--- config.mk ---
export PLATFORM = sky130hd
export DESIGN_NAME = lpc_watchdog_bank
export DESIGN_NICKNAME = d
export VERILOG_FILES = /design/src/rtl/lpc_watchdog_bank.sv
export SDC_FILE = /design/constraint.sdc
export NUM_CORES = 1
export LEC_CHECK = 0
export CORE_UTILIZATION = 30
export DETAILED_ROUTE_END_ITERATION = 10
export GPL_ROUTABILITY_DRIVEN = 0
export PLACE_DENSITY = 0.45
export RECOVER_POWER = 100
export SYNTH_ARGS = -nofsm -noshare
export SYNTH_HDL_FRONTEND = slang
export SYNTH_SLANG_ARGS = --single-unit
--- constraint.sdc ---
create_clock -name lclk -period 5.05 [get_ports lclk]
set_clock_uncertainty 0.05 [all_clocks]
set_input_delay 1.2625 -clock lclk [delete_from_list [all_inputs] [get_ports lclk]]
set_output_delay 1.2625 -clock lclk [all_outputs]
set_load 0.05 [all_outputs]
--- src/rtl/lpc_watchdog_bank.sv ---
// Bank of NUM_CH watchdog timers behind the LPC index/data register decode.
// Each channel has an atomic timeout load, sticky W1C expiry and a timed reset pulse.
module lpc_watchdog_bank #(
    parameter int         NUM_CH      = 4,
    parameter int         CNT_W       = 16,
    parameter int         PRESCALE    = 1024,
    parameter int         PULSE_TICKS = 16,
    parameter logic [7:0] BASE_ADDR   = 8'h20
) (
    input  logic              lclk,
    input  logic              lreset_n,
    input  logic              lpc_en,
    input  logic              device_cs,
    input  logic [7:0]        addr,
    input  logic [7:0]        din,
    input  logic              io_rden,
    input  logic              io_wren,
    output logic [7:0]        dout,
    input  logic              inhibit,
    output logic [NUM_CH-1:0] wdt_rst_n,
    output logic              wdt_irq
);

    localparam int PS_W      = $clog2(PRESCALE);
    localparam int PULSE_LEN = PULSE_TICKS * PRESCALE;
    localparam int PL_W      = $clog2(PULSE_LEN);
    localparam int GLB_OFF   = 4 * NUM_CH;

    logic              rd;
    logic              wr;
    logic [8:0]        off;
    logic              in_bank;
    logic              is_global;
    logic [2:0]        sel_ch;
    logic [1:0]        sel_reg;
    logic              global_kick;
    logic [PS_W-1:0]   presc_reg;
    logic              tick;
    logic [7:0]        dout_reg;
    logic [7:0]        rd_mux;
    logic [NUM_CH-1:0] expired_vec;
    logic [7:0]        ch_rd_data [NUM_CH];

    assign rd = device_cs & lpc_en & io_rden;
    assign wr = device_cs & lpc_en & io_wren;

    // 9-bit subtraction so indices below BASE_ADDR show up as negative (off[8]=1)
    assign off         = {1'b0, addr} - {1'b0, BASE_ADDR};
    assign in_bank     = !off[8] && (off < 9'(GLB_OFF));
    assign is_global   = (off == 9'(GLB_OFF));
    assign sel_ch      = off[4:2];
    assign sel_reg     = off[1:0];
    assign global_kick = wr & is_global & din[7];

    assign tick = (presc_reg == PS_W'(PRESCALE - 1));

    always_ff @(posedge lclk or negedge lreset_n) begin
        if (!lreset_n) begin
            presc_reg <= '0;
        end else if (tick) begin
            presc_reg <= '0;
        end else begin
            presc_reg <= presc_reg + PS_W'(1);
        end
    end

    genvar gi;
    generate
        for (gi = 0; gi < NUM_CH; gi++) begin : g_ch
            logic             en_reg;
            logic             mode_reg;
            logic             expired_reg;
            logic             armed_reg;
            logic             pulse_reg;
            logic [CNT_W-1:0] timeout_reg;
            logic [CNT_W-1:0] cnt_reg;
            logic [7:0]       shadow_reg;
            logic [PL_W-1:0]  pulse_cnt_reg;
            logic             ch_wr;
            logic             ctrl_wr;
            logic             hi_wr;
            logic             kick;
            logic             rearm;
            logic             to_nz;
            logic             fire;
            logic             running;
            logic             count_en;
            logic [15:0]      to_full;
            logic [7:0]       rd_byte;

            assign ch_wr    = wr & in_bank & (sel_ch == 3'(gi));
            assign ctrl_wr  = ch_wr & (sel_reg == 2'd0);
            assign hi_wr    = ch_wr & (sel_reg == 2'd2);
            assign kick     = (ctrl_wr & din[7]) | global_kick;
            assign rearm    = kick | ~en_reg | hi_wr;
            assign to_nz    = (timeout_reg != '0);
            assign fire     = en_reg & armed_reg & to_nz & (cnt_reg >= timeout_reg);
            assign running  = en_reg & ~inhibit & to_nz;
            assign count_en = ~inhibit & tick & en_reg & to_nz & (cnt_reg < timeout_reg);
            assign to_full  = {din, shadow_reg};

            always_ff @(posedge lclk or negedge lreset_n) begin
                if (!lreset_n) begin
                    en_reg        <= 1'b0;
                    mode_reg      <= 1'b0;
                    expired_reg   <= 1'b0;
                    armed_reg     <= 1'b1;
                    pulse_reg     <= 1'b0;
                    timeout_reg   <= '1;
                    cnt_reg       <= '0;
                    shadow_reg    <= '0;
                    pulse_cnt_reg <= '0;
                end else begin
                    if (ctrl_wr) begin
                        en_reg   <= din[0];
                        mode_reg <= din[1];
                    end
                    if (ch_wr && sel_reg == 2'd1) begin
                        shadow_reg <= din;
                    end
                    if (hi_wr) begin
                        timeout_reg <= to_full[CNT_W-1:0];
                    end

                    if (rearm) begin
                        cnt_reg   <= '0;
                        armed_reg <= 1'b1;
                    end else begin
                        if (fire) begin
                            armed_reg <= 1'b0;
                        end
                        if (count_en) begin
                            cnt_reg <= cnt_reg + CNT_W'(1);
                        end
                    end

                    // a simultaneous W1C loses against a new expiry
                    if (fire) begin
                        expired_reg <= 1'b1;
                    end else if (ch_wr && sel_reg == 2'd3 && din[0]) begin
                        expired_reg <= 1'b0;
                    end

                    // pulse length counted in lclk cycles so it is exact whatever the prescaler phase
                    if (pulse_reg) begin
                        if (pulse_cnt_reg == PL_W'(PULSE_LEN - 1)) begin
                            pulse_reg <= 1'b0;
                        end
                        pulse_cnt_reg <= pulse_cnt_reg + PL_W'(1);
                    end else if (fire && !mode_reg) begin
                        pulse_reg     <= 1'b1;
                        pulse_cnt_reg <= '0;
                    end
                end
            end

            always_comb begin
                rd_byte = 8'h00;
                case (sel_reg)
                    2'd0: rd_byte = {6'b0, mode_reg, en_reg};
                    2'd1: rd_byte = timeout_reg[7:0];
                    2'd2: rd_byte = 8'(timeout_reg[CNT_W-1:8]);
                    default: rd_byte = {5'b0, pulse_reg, running, expired_reg};
                endcase
            end

            assign wdt_rst_n[gi]   = ~pulse_reg;
            assign expired_vec[gi] = expired_reg;
            assign ch_rd_data[gi]  = rd_byte;
        end
    endgenerate

    always_comb begin
        rd_mux = 8'hff;
        if (in_bank) begin
            for (int i = 0; i < NUM_CH; i++) begin
                if (sel_ch == 3'(i)) begin
                    rd_mux = ch_rd_data[i];
                end
            end
        end else if (is_global) begin
            rd_mux = 8'(expired_vec);
        end
    end

    always_ff @(posedge lclk or negedge lreset_n) begin
        if (!lreset_n) begin
            dout_reg <= 8'hff;
        end else if (rd && !wr) begin
            dout_reg <= rd_mux;
        end
    end

    assign dout    = dout_reg;
    assign wdt_irq = |expired_vec;

endmodule

== Word level (Yosys, flattened, before mapping) ==
Index checks and enable logic that the tools add are counted.

* Reductions and logical operators: 47
* Add/subtract/negate cells: 10
* Bitwise operators: 76
* Mux-type cells: 55
* Magnitude comparators: 9
* Equality and inequality tests: 12

{| class="wikitable"
|+ Operators with widths
! operator !! count
|-
| $mux 16 || 8
|-
| $mux 14 || 8
|-
| $pmux 8 s3 || 4
|-
| $add 16x1->16 const B || 4
|-
| $ge 16x16->1 || 4
|-
| $lt 16x16->1 || 4
|-
| $reduce_bool 16->1 || 4
|-
| $add 14x1->14 const B || 4
|-
| $eq 14x14->1 const B || 4
|-
| $and 1x1->1 || 55
|-
| $mux 8 || 6
|-
| $reduce_bool 2->1 || 16
|-
| $mux 1 || 28
|-
| $logic_and 1x1->1 || 18
|-
| $or 1x1->1 || 12
|-
| $add 10x1->10 const B || 1
|-
| $eq 10x10->1 const B || 1
|-
| $mux 10 || 1
|-
| $eq 9x5->1 const B || 1
|-
| $lt 9x5->1 const B || 1
|-
| $not 1->1 || 9
|-
| $sub 8x6->9 const B || 1
|-
| $eq 3x2->1 const B || 2
|-
| $logic_not 1->1 || 6
|-
| 6 further kinds || 7
|}

* Register bits: 254
* Input port bits: 23
* Output and inout bits: 13
* Logic and storage cells: 247

== Longest topological paths before layout ==
* Word-level depth: 11
* Gate-level depth with buffers: 10
* Gate-level depth less buffers: 8

== Least setup slack after synthesis ==
Ideal clock, no wire load.

* Path type: in2reg
* Start: input addr[5]
* End: register g_ch[0].cnt_reg[0]
* Library setup time: 0.132 ns
* Path slack: 1.868 ns
* Path buffers: 1
* Arrival time: 3.000 ns
* Stages on the path: 8
* Data required time: 4.868 ns
* Path through: inv_1 ha_1 o21ai_1 nand3_1 or2_2 o211ai_1 clkbuf_1 nor2_1

* Longest elaborated chain between the ends: 11
* Elaborated cells between the ends (all ways): 17
* Those cells by class: 1 x add/sub; 1 x order compare; 1 x eq/ne; 1 x mux; 10 x bitwise; 3 x reduce/logical

{| class="wikitable"
|+ RTL lines
! what !! RTL line !! source
|-
| start, declared || 14 || <nowiki>input logic [7:0] addr,</nowiki>
|-
| $sub 8x6->9 * || 48 || <nowiki>assign off = {1'b0, addr} - {1'b0, BASE_ADDR};</nowiki>
|-
| $lt 9x5->1 or $logic_not 1->1 (tied branches) || 49 || <nowiki>assign in_bank = !off[8] && (off < 9'(GLB_OFF));</nowiki>
|-
| $logic_and 1x1->1 || 49 ||
|-
| $and 1x1->1 (2 in series) || 91 || <nowiki>assign ch_wr = wr & in_bank & (sel_ch == 3'(gi));</nowiki>
|-
| $and 1x1->1 || 92 || <nowiki>assign ctrl_wr = ch_wr & (sel_reg == 2'd0);</nowiki>
|-
| $and 1x1->1 || 94 || <nowiki>assign kick = (ctrl_wr & din[7]) | global_kick;</nowiki>
|-
| $or 1x1->1 || 94 ||
|-
| $or 1x1->1 || 95 || <nowiki>assign rearm = kick | ~en_reg | hi_wr;</nowiki>
|-
| $or 1x1->1 * || 95 ||
|-
| $mux 16 or $reduce_bool 2->1 (tied branches) || -- ||
|-
| end signal, assigned || 133 || <nowiki>cnt_reg <= cnt_reg + CNT_W'(1);</nowiki>
|-
| end, declared || 76 || <nowiki>logic [CNT_W-1:0] cnt_reg;</nowiki>
|}

Mark *: on every way between the ends. The rest lies on a longest branch, timed or not.
A chain may end at the register's enable or synchronous reset.

== Worst setup path in the final report ==
* Start: input inhibit
* End: register g_ch[3].cnt_reg[5]

* Longest elaborated chain between the ends: 6

{| class="wikitable"
|+ RTL lines
! what !! RTL line !! source
|-
| start, declared || 19 || <nowiki>input logic inhibit,</nowiki>
|-
| $not 1->1 || 99 || <nowiki>assign count_en = ~inhibit & tick & en_reg & to_nz & (cnt_reg < timeout_reg);</nowiki>
|-
| $and 1x1->1 (4 in series) || 99 ||
|-
| $reduce_bool 2->1 (no source line) || -- ||
|-
| end signal, assigned || 133 ||
|-
| end, declared || 76 ||
|}

Every way passes these cells.

==> run summary <==
status -> finished, violations left
failing checks -> max-capacitance violations, max-slew violations
cell area after synthesis -> 13900 um2
Crit Path Class -> in -> reg
iteration-0 DRC count of the detailed router -> 684
Period Utilization, post-route -> 82.6%
synthesized area per cell -> 10.1 um2
Max Clk Rate -> 240 MHz
clk_lat worst skew -> 0.58 ns
Post-Syn Nets -> 1474
via count -> 10.6k
Hold Fails Final Rpt -> 0
synth warn -> 0
WL/cell -> 18.6 um
Seq/Total Area, Yosys -> 46.4%
post-DR vias/cell -> 5.18
Total GRT Usage -> 16.3%
Synth cell types -> 60
Critical Path Start Type -> primary input
setup total negative slack -> 0 ns
crit path time final -> 4.17 ns
setup bufs post-CTS -> 0
VDD IR max -> 0.251 mV
grt ovf -> 0
RSZ-0062 raised after global routing -> no
Area Overhead vs Synth -> 14.2%
antenna violations before repair -> 0
count leader, synth -> dfrtp_1
Worst-Margin Slew -> 2.86 ns
row cnt -> 78
global-route wire length before repair -> 60700 um
slowest stage delay, CP -> 1.09 ns
clk sinks -> 254
MaxCap Viol Count -> 1
area of the die -> 47200 um2
area leader, netlist -> dfrtp_1
min-delay src -> g_ch[2].armed_reg
CP Max Fanout -> 16
port bufs -> 35
clk root buf -> clkbuf_16
FF-to-FF setup slack -> 1.12 ns
crit path to -> g_ch[3].cnt_reg[5]
number of global-route vias before repair -> 10.5k
Critical Path AT -> 4.62 ns
Die Width -> 217 um
H-tree levels -> 1
fraction of layout cells with a size suffix above 1 -> 17.9%
Power Dens Cells -> 280 nW/um2
CP endpoint kind -> flop
Layout Nets -> 1514
endpoints failing setup -> 0
Cell Chain, Critical Path -> dlygate4sd3_1, nor4_2, o211ai_1, or4_1, a21oi_1
DRT Wirelength -> 38000 um
diode count -> 0
Crit. Startpoint -> inhibit
synthesis-stage register bit count -> 254
Slew headroom -> -90.5%
path depth of the worst reg2reg path -> 7
die height -> 217 um
most area-consuming cells after synthesis -> dfrtp_1 (32%), dfstp_2 (14%), mux2_2 (8.2%), ha_1 (6.8%), nand2_1 (3.2%)
dpl hpwl -> 26700 um
largest net degree at the start of global routing -> 108
Post-synth EDFFs -> 0
RR Endpoint -> g_ch[3].pulse_cnt_reg[11]
DRT antenna net count -> 0
Worst Hold Class -> reg -> reg
hold_buf cts -> 0
Final Slew Violations -> 107
post-CTS resize count -> 0
async set-reset flop share out of synthesis -> 100%
I/O Pins -> 36
CTS tree -> built
core box area -> 45600 um2
top cells by count, synth -> dfrtp_1 (178), nand2_1 (117), mux2_2 (101), inv_1 (93), nor2_1 (90)
Synth Flop Type -> dfrtp_1
clk buf depth -> 3
top-area cell type share of the netlist area -> 32.0%
CTS Buf Count -> 30
Synth Instances -> 1376
final core occ -> 34.8%
Worst-path clk slew -> 0.06 ns
initial core utilization -> 30.5%
worst path required time -> 5.50 ns
CP max stage cell -> nor4_2
Remaining DRCs -> 0
leakage dissipation -> 6.60 nW
reg2reg start -> g_ch[3].timeout_reg[14]
First-pass DRT Iterations -> 5
[final cells by class]
cell class | instances | area, um2
inverters | 93 | 349
clock buffers | 46 | 882
flip-flops and latches | 254 | 6450
well taps | 600 | 751
clock inverters | 10 | 81.3
fillers | 4665 | 29700
multi-input cells | 978 | 6860
repair buffers | 59 | 499
[metal layers]
metal	vias up	part of all wire, %	track usage, %
met5	-	0	0
met1	5225	48	22.9
li1	5116	-	-
met2	170	46	26.1
met4	0	2.4	4.01
met3	59	3.9	2.70
[stage by stage]
step	area, um2	hold WS, ns	power (mW)	std cells	worst slack [ns]
after global placement	15000	0.413	2.36	1984	0.812
final	15900	0.429	4.45	2040	0.876
after CTS	16000	0.431	4.53	2040	1.34
after global routing	15900	0.449	4.62	2040	0.704
after detailed placement	15000	0.417	2.36	1984	0.782
after floorplan	13900	0.396	2.21	1376	1.87
[cell families (layout without fill, tap and decap cells)]
group	count (synthesis)	count (layout)	share of synthesized area, %
AO/OA/AOI/OAI	270	270	12.5
XOR/XNOR	49	49	3.09
adder cells (fa/ha/maj)	75	75	6.75
buffers and inverters	144	208	4.00
flip-flops	254	254	46.4
multiplexers	121	121	9.98
AND/OR/NAND/NOR	463	463	17.3
[worst min path at each step]
| stage | end | slack [ns] | depth (start not counted) |
|---|---|---|---|
| after global routing | presc_reg[9] | 0.45 | 1 |
| final | g_ch[2].armed_reg | 0.43 | 2 |
| after floorplan | presc_reg[9] | 0.40 | 1 |
| after detailed placement | presc_reg[9] | 0.42 | 1 |
| after global placement | g_ch[2].armed_reg | 0.41 | 2 |
| after CTS | presc_reg[9] | 0.43 | 1 |
[critical path: cells and delay by family]
kind                   cells  cell delay, ns
AO/OA/AOI/OAI              2            0.91
AND/OR/NAND/NOR            2            1.78
buffers and inverters      1            0.65
[placed cells by master (no fill, tap or decap), types with 23 or more instances in the layout]
cell	netlist	final
nor4_1	24	24
nand2_1	117	117
a21oi_1	83	83
dfrtp_1	178	178
xor2_1	27	27
or3_1	25	26
clkbuf_16	0	31
or4_1	37	37
mux2_2	101	101
nand4_1	33	34
dfstp_2	76	72
ha_1	75	75
inv_1	93	93
nand3_1	48	48
a221oi_1	23	23
nor2_1	90	90
o21ai_0	59	65
o31ai_1	35	35
[power by group]
part           internal [mW]  switching, mW  leakage, nW
clock                   1.25          0.893        0.476
combinational         0.0629          0.163         2.88
sequential              2.06         0.0176         3.24
No activity file was read; power rests on OpenSTA's default activity.
